<file path="src/rtl/eu_shifter_seq_pkg.sv">
// Shared definitions for the sequential EU shifter: opcodes, FSM state encoding
// and the opcode legality helper.
package eu_pkg;

  localparam logic [3:0] OP_MOVB = 4'b1100;
  localparam logic [3:0] OP_SHR  = 4'b1101;
  localparam logic [3:0] OP_SHL  = 4'b1110;
  localparam logic [3:0] OP_ASR  = 4'b1111;

  typedef enum logic [1:0] {
    IDLE  = 2'd0,
    SHIFT = 2'd1,
    DONE  = 2'd2
  } state_t;

  // Every shifter opcode lives in the 11xx quadrant of the EU opcode map.
  function automatic logic is_legal_op(input logic [3:0] op);
    return (op[3:2] == 2'b11);
  endfunction

endpackage

</file>
<file path="src/rtl/eu_shifter_seq_if.sv">
// Request/response bundle between the sequencer (master) and the shifter (slave).
interface eu_shifter_seq_if #(
  parameter int BUS_WIDTH = 16
);
  localparam int SHAMT_W = $clog2(BUS_WIDTH);

  logic                 start;
  logic [3:0]           op_select;
  logic [BUS_WIDTH-1:0] B;
  logic [SHAMT_W-1:0]   shamt;
  logic                 busy;
  logic                 done;
  logic [BUS_WIDTH-1:0] data_out;
  logic                 carry_out;
  logic                 err;

  modport master (
    output start, op_select, B, shamt,
    input  busy, done, data_out, carry_out, err
  );

  modport slave (
    input  start, op_select, B, shamt,
    output busy, done, data_out, carry_out, err
  );

endinterface

</file>
<file path="src/rtl/eu_shifter_seq_step.sv">
// One shifting stage: moves the work word by k (1..STEP) bits and reports the
// last bit pushed out. k == 0 passes the word through untouched.
module eu_shift_step
  import eu_pkg::*;
#(
  parameter int BUS_WIDTH = 16,
  parameter int SHAMT_W   = $clog2(BUS_WIDTH)
) (
  input  logic [BUS_WIDTH-1:0] in,
  input  logic [SHAMT_W-1:0]   k,
  input  logic [3:0]           op,
  output logic [BUS_WIDTH-1:0] out,
  output logic                 bit_out
);

  localparam logic [BUS_WIDTH-1:0] LSB_ONE = {{(BUS_WIDTH-1){1'b0}}, 1'b1};
  localparam logic [BUS_WIDTH-1:0] MSB_ONE = {1'b1, {(BUS_WIDTH-1){1'b0}}};

  logic signed [BUS_WIDTH-1:0] in_signed_s;
  logic        [SHAMT_W-1:0]   km1_s;

  assign in_signed_s = in;
  assign km1_s       = k - {{(SHAMT_W-1){1'b0}}, 1'b1};

  // Last bit out is selected by a one-hot mask so no variable bit index is needed.
  always_comb begin
    out     = in;
    bit_out = 1'b0;
    if (k == {SHAMT_W{1'b0}}) begin
      out     = in;
      bit_out = 1'b0;
    end else begin
      case (op)
        OP_SHR: begin
          out     = in >> k;
          bit_out = |(in & (LSB_ONE << km1_s));
        end
        OP_ASR: begin
          out     = in_signed_s >>> k;
          bit_out = |(in & (LSB_ONE << km1_s));
        end
        OP_SHL: begin
          out     = in << k;
          bit_out = |(in & (MSB_ONE >> km1_s));
        end
        default: begin
          out     = in;
          bit_out = 1'b0;
        end
      endcase
    end
  end

endmodule

</file>
<file path="src/rtl/eu_shifter_seq.sv">
// Multi-cycle EU shifter: MOVB/SHR/SHL/ASR of B by shamt, STEP bits per clock,
// with a start/busy/done handshake and carry-out / illegal-op reporting.
module eu_shifter_seq
  import eu_pkg::*;
#(
  parameter int BUS_WIDTH = 16,
  parameter int STEP      = 1
) (
  input  logic                    clk,
  input  logic                    rst,
  eu_shifter_seq_if.slave         bus
);

  localparam int SHAMT_W = $clog2(BUS_WIDTH);
  localparam logic [SHAMT_W-1:0] STEP_K = SHAMT_W'(STEP);

  state_t               state_r;
  logic [SHAMT_W-1:0]   cnt_r;
  logic [BUS_WIDTH-1:0] work_r;
  logic [3:0]           op_r;
  logic                 busy_r;
  logic                 done_r;
  logic [BUS_WIDTH-1:0] data_out_r;
  logic                 carry_out_r;
  logic                 err_r;

  logic [SHAMT_W-1:0]   k_s;
  logic [BUS_WIDTH-1:0] step_out_s;
  logic                 step_bit_s;

  assign k_s = (cnt_r > STEP_K) ? STEP_K : cnt_r;

  eu_shift_step #(
    .BUS_WIDTH (BUS_WIDTH),
    .SHAMT_W   (SHAMT_W)
  ) u_step (
    .in      (work_r),
    .k       (k_s),
    .op      (op_r),
    .out     (step_out_s),
    .bit_out (step_bit_s)
  );

  // Control FSM, work register, down-counter and all registered outputs.
  always_ff @(posedge clk or posedge rst) begin
    if (rst) begin
      state_r     <= IDLE;
      cnt_r       <= {SHAMT_W{1'b0}};
      work_r      <= {BUS_WIDTH{1'b0}};
      op_r        <= 4'b0000;
      busy_r      <= 1'b0;
      done_r      <= 1'b0;
      data_out_r  <= {BUS_WIDTH{1'b0}};
      carry_out_r <= 1'b0;
      err_r       <= 1'b0;
    end else begin
      done_r <= 1'b0;
      case (state_r)
        IDLE, DONE: begin
          if (bus.start) begin
            err_r <= ~is_legal_op(bus.op_select);
            if (!is_legal_op(bus.op_select)) begin
              state_r     <= DONE;
              done_r      <= 1'b1;
              busy_r      <= 1'b0;
              data_out_r  <= {BUS_WIDTH{1'b0}};
              carry_out_r <= 1'b0;
            end else if ((bus.op_select == OP_MOVB) || (bus.shamt == {SHAMT_W{1'b0}})) begin
              state_r     <= DONE;
              done_r      <= 1'b1;
              busy_r      <= 1'b0;
              data_out_r  <= bus.B;
              carry_out_r <= 1'b0;
            end else begin
              state_r <= SHIFT;
              busy_r  <= 1'b1;
              work_r  <= bus.B;
              cnt_r   <= bus.shamt;
              op_r    <= bus.op_select;
            end
          end else begin
            state_r <= IDLE;
            busy_r  <= 1'b0;
          end
        end
        SHIFT: begin
          work_r <= step_out_s;
          cnt_r  <= cnt_r - k_s;
          // The stage that empties the counter also publishes the result.
          if (cnt_r == k_s) begin
            state_r     <= DONE;
            busy_r      <= 1'b0;
            done_r      <= 1'b1;
            data_out_r  <= step_out_s;
            carry_out_r <= step_bit_s;
          end else begin
            state_r <= SHIFT;
            busy_r  <= 1'b1;
          end
        end
        default: begin
          state_r <= IDLE;
          busy_r  <= 1'b0;
        end
      endcase
    end
  end

  assign bus.busy      = busy_r;
  assign bus.done      = done_r;
  assign bus.data_out  = data_out_r;
  assign bus.carry_out = carry_out_r;
  assign bus.err       = err_r;

endmodule

</file>
<file path="src/flat_wrapper.sv">
// flat-port wrapper written by rule: the top's interface ports become plain ports
module eu_shifter_seq_flat import eu_pkg::*;
#(
  parameter int BUS_WIDTH = 16,
  parameter int STEP      = 1
)
  (clk, rst, bus_start, bus_op_select, bus_B, bus_shamt, bus_busy, bus_done, bus_data_out, bus_carry_out, bus_err);
  eu_shifter_seq_if #(.BUS_WIDTH(BUS_WIDTH)) bus_i ();
  input  logic clk;
  input  logic rst;
  input wire logic [$bits(bus_i.start)-1:0] bus_start;
  input wire logic [$bits(bus_i.op_select)-1:0] bus_op_select;
  input wire logic [$bits(bus_i.B)-1:0] bus_B;
  input wire logic [$bits(bus_i.shamt)-1:0] bus_shamt;
  output wire logic [$bits(bus_i.busy)-1:0] bus_busy;
  output wire logic [$bits(bus_i.done)-1:0] bus_done;
  output wire logic [$bits(bus_i.data_out)-1:0] bus_data_out;
  output wire logic [$bits(bus_i.carry_out)-1:0] bus_carry_out;
  output wire logic [$bits(bus_i.err)-1:0] bus_err;
  assign bus_i.start = bus_start;
  assign bus_i.op_select = bus_op_select;
  assign bus_i.B = bus_B;
  assign bus_i.shamt = bus_shamt;
  assign bus_busy = bus_i.busy;
  assign bus_done = bus_i.done;
  assign bus_data_out = bus_i.data_out;
  assign bus_carry_out = bus_i.carry_out;
  assign bus_err = bus_i.err;
  eu_shifter_seq #(.BUS_WIDTH(BUS_WIDTH), .STEP(STEP)) u_core (.clk(clk), .rst(rst), .bus(bus_i));
endmodule
</file>
<file path="config.mk">
export PLATFORM = sky130hd
export DESIGN_NAME = eu_shifter_seq_flat
export DESIGN_NICKNAME = d
export VERILOG_FILES = /design/src/rtl/eu_shifter_seq_pkg.sv /design/src/rtl/eu_shifter_seq_if.sv /design/src/rtl/eu_shifter_seq_step.sv /design/src/rtl/eu_shifter_seq.sv /design/src/flat_wrapper.sv
export SDC_FILE = /design/constraint.sdc
export NUM_CORES = 1
export LEC_CHECK = 0
export CORE_MARGIN = 3
export CORE_UTILIZATION = 45
export CTS_CLUSTER_SIZE = 20
export DETAILED_ROUTE_END_ITERATION = 8
export PLACE_DENSITY = 0.7
export REMOVE_ABC_BUFFERS = 1
export SKIP_LAST_GASP = 1
export SYNTH_ARGS = -nofsm -noshare
export SYNTH_HDL_FRONTEND = slang
export SYNTH_HIERARCHICAL = 1
export SYNTH_SLANG_ARGS = --single-unit
</file>
<file path="constraint.sdc">
create_clock -name clk -period 2.92 [get_ports clk]
set_input_delay 0.584 -clock clk [delete_from_list [all_inputs] [get_ports clk]]
set_output_delay 0.584 -clock clk [all_outputs]
set_load 0.01 [all_outputs]
</file>
==> metrics.txt <==
combinational power share roughly 57%; hpwl dp 9307 µm; # setup viols final 0; CP max FO 15; CTS clock-pin slew for the worst setup and hold paths around 0.080 ns; most common cell after layout, fill and taps aside nand2_1; Avg Inst Size Synth ~8.9 µm²; final WL ~14000 µm; Area Growth Syn to Fin 13.65%; sequential fraction of the synthesis area 25.45%; maximum vdd drop ~410 µV; CP cell instances nor2_1 -> nand2_4 -> buf_12 -> mux4_2 -> mux2i_1 -> o32ai_1 -> a22oi_1 -> o31ai_1 -> a22o_1 -> mux2_4; asr flop ratio synth 100.0%; Initial DRT Pass Iterations 5; Routed Antenna Nets 0; full die area around 0.011 mm²; Post-Synthesis Cells 486; DRC Markers 0; Avg WL per Cell between 20 and 25 µm; clock latency on the worst-skew pair between 0.2 and 0.3 ns; Hold Violations, Final 0; WP buf/inv 1; crit end category flop; crit path time final between 2 and 3 ns; CP top delay family multiplexers; Flop pwr share between 30 and 40%; Slew Limit Fails 0; core region area slightly above 0.009 mm²; Cell Rows 35; Post-synth EDFFs 0; fraction of final layout cells with drive strength greater than 1 17.09%; Die Span Y approximately 100 µm; Final Net Count ~540; Final Hold Slack between 0.4 and 0.5 ns; CP required between 3 and 4 ns; most frequent cells in the layout nand2_1, clkdlybuf4s50_1, dfrtp_1; total grt overflow 0; RSZ-0062 raised after global routing false; P_leak between 1.5 and 2 nW; outcome complete, no violations; first-pass GRT wire length roughly 22000 µm; Slew HR roughly 47%; Synth Register Bits 44; Port-buffer cells between 40 and 50; Cell Int Power 0.002122 W; Ports 47; Die Width approximately 100 µm; fin util 52.96%; clock network fraction of total power about a tenth; CTS root buf clkbuf_8; Syn. warnings 6; TritonCTS Buffers 5; post-synth cell types 67; worst slew pin tran ~0.79 ns; Max Fclk approximately 380 MHz; Pwr Density around 800 mW/mm²; number of global-route vias before repair a little under 4000; clock buffer depth 2; htree depth 2; CTS tree done; synthesized area between 0.004 and 0.005 mm²; Net Switching ~0.0018 W; Via Count between 4000 and 5000; total inserted antenna cells 0; slowest cell delay on critical path between 0.4 and 0.5 ns; Crit Path Category flop to flop; Initial DRC Count roughly 490; FILL cells between 800 and 900; Crit-path slowest cell mux4_2; Initial Util a little under half; # clock sinks 44; largest net degree at the start of global routing 64; Setup crit start kind flop; HP Class flop to flop; prevailing post-synth register cell dfrtp_1; gr usage total between 20% and 30%; clock skew 0.006514 ns; Switching Share between 40 and 50%; CP arrival roughly 2.8 ns; initial antenna violation count 0; maxcap violations 0; via-per-instance ratio approximately 6.6; Final Cycle Share about nine tenths; GP Congestion 0.9792
stage by stage:
stage               TNS [ns]  instance area [µm²]  setup WS (ns)  power, W  cells
floorplan             -11.45                 4043        -0.7176  0.002615    439
global placement           0                 4807         0.2765  0.003422    630
detailed placement         0                 4807         0.2269  0.003436    630
CTS                        0                 4885         0.2150  0.003811    637
global route               0                 4917        0.04840  0.004159    638
finish                     0                 4917         0.2706  0.003916    638
timing repair:
item / 4_1_cts / 5_1_grt
gates resized for setup: 0 / 2
hold buffers: 0 / 0
buffers inserted: 0 / 0
hold endpoints to repair: 0 / 0
endpoints found under the setup margin: 0 / 2
final timing paths:
check	to	slack [ns]	depth (start not counted)	start
hold reg to reg	u_core/bus.err$_DFFE_PP0P_	0.50	1	u_core/bus.err$_DFFE_PP0P_
setup / recovery	u_core/bus.data_out[7]$_DFFE_PP0P_	0.27	10	u_core/cnt_r[1]$_DFFE_PP0P_
setup reg to reg	u_core/bus.data_out[7]$_DFFE_PP0P_	0.27	10	u_core/cnt_r[1]$_DFFE_PP0P_
hold / removal	u_core/bus.err$_DFFE_PP0P_	0.50	1	u_core/bus.err$_DFFE_PP0P_
min in group asynchronous	u_core/bus.err$_DFFE_PP0P_	0.59	2	rst
max in group asynchronous	u_core/work_r[3]$_DFFE_PP0P_	1.63	3	rst
kinds of logic (layout without fill, tap and decap cells):
group / after synthesis / in the layout / share of synthesized area [%]
fa+ha+maj: 2 / 2 / 0.5783
other cells: 1 / 12 / 0.08667
buf+inv: 64 / 76 / 8.097
flops: 44 / 44 / 25.45
compound gates: 116 / 116 / 19.26
mux: 68 / 68 / 24.15
simple gates: 191 / 191 / 22.38
synth_stat cells, types with 4 or more instances:
| library cell | instances | area [µm²] |
|---|---|---|
| mux2_2 | 15 | 168.9 |
| mux2i_1 | 20 | 200.2 |
| mux2_4 | 9 | 135.1 |
| clkbuf_1 | 28 | 105.1 |
| inv_1 | 5 | 18.77 |
| buf_2 | 16 | 80.08 |
| nor2b_1 | 6 | 37.54 |
| nor3_1 | 9 | 45.04 |
| dfrtp_1 | 44 | 1101 |
| o31ai_1 | 4 | 30.03 |
| nor3b_1 | 4 | 30.03 |
| buf_6 | 5 | 56.30 |
| nand2b_1 | 5 | 31.28 |
| and3_1 | 8 | 50.05 |
| nand3_1 | 41 | 205.2 |
| mux4_2 | 24 | 540.5 |
| buf_4 | 6 | 45.04 |
| a21oi_1 | 21 | 105.1 |
| a22o_1 | 18 | 157.7 |
| a31oi_1 | 4 | 25.02 |
| nor2_1 | 32 | 120.1 |
| o21ai_1 | 6 | 30.03 |
| nand2_1 | 60 | 225.2 |
| o211ai_1 | 4 | 30.03 |
| o32ai_1 | 6 | 52.55 |
| o21ai_0 | 19 | 95.09 |
| a211oi_1 | 6 | 45.04 |
metal layers:
metal	global-route usage (%)	up-vias	routed length, µm
met3	4.283	51	1273
li1	-	1855	-
met4	6.458	0	408
met1	32.98	2029	5559
met5	0	-	0
met2	40.48	248	6277
area by class of cell:
type	count	area, µm²	area share, %
Multi-Input combinational cell	389	2934	59.67
Sequential cell	44	1101	22.39
Timing Repair Buffer	63	618.1	12.57
Tap cell	129	161.4	3.282
Clock buffer	6	72.57	1.476
Inverter	6	25.02	0.5089
Clock inverter	1	5.005	0.1018
registers in the layout, indices dropped and copies added, names as in the netlist:
name                  cells
u_core/bus.data_out      16
u_core/op_r               4
u_core/work_r            16
u_core/bus.carry_out      1
u_core/bus.done           1
u_core/cnt_r              4
u_core/bus.busy           1
u_core/bus.err            1
power by group through the flow:
stage / sequential, W / combinational [W] / clock (W)
after floorplan: 0.00110 / 0.00151 / 0
after global placement: 0.00128 / 0.00215 / 0
after detailed placement: 0.00128 / 0.00216 / 0
after CTS: 0.00127 / 0.00217 / 0.000379
after global routing: 0.00132 / 0.00243 / 0.000407
final: 0.00130 / 0.00225 / 0.000364
Power figures use the tool's default switching activity.
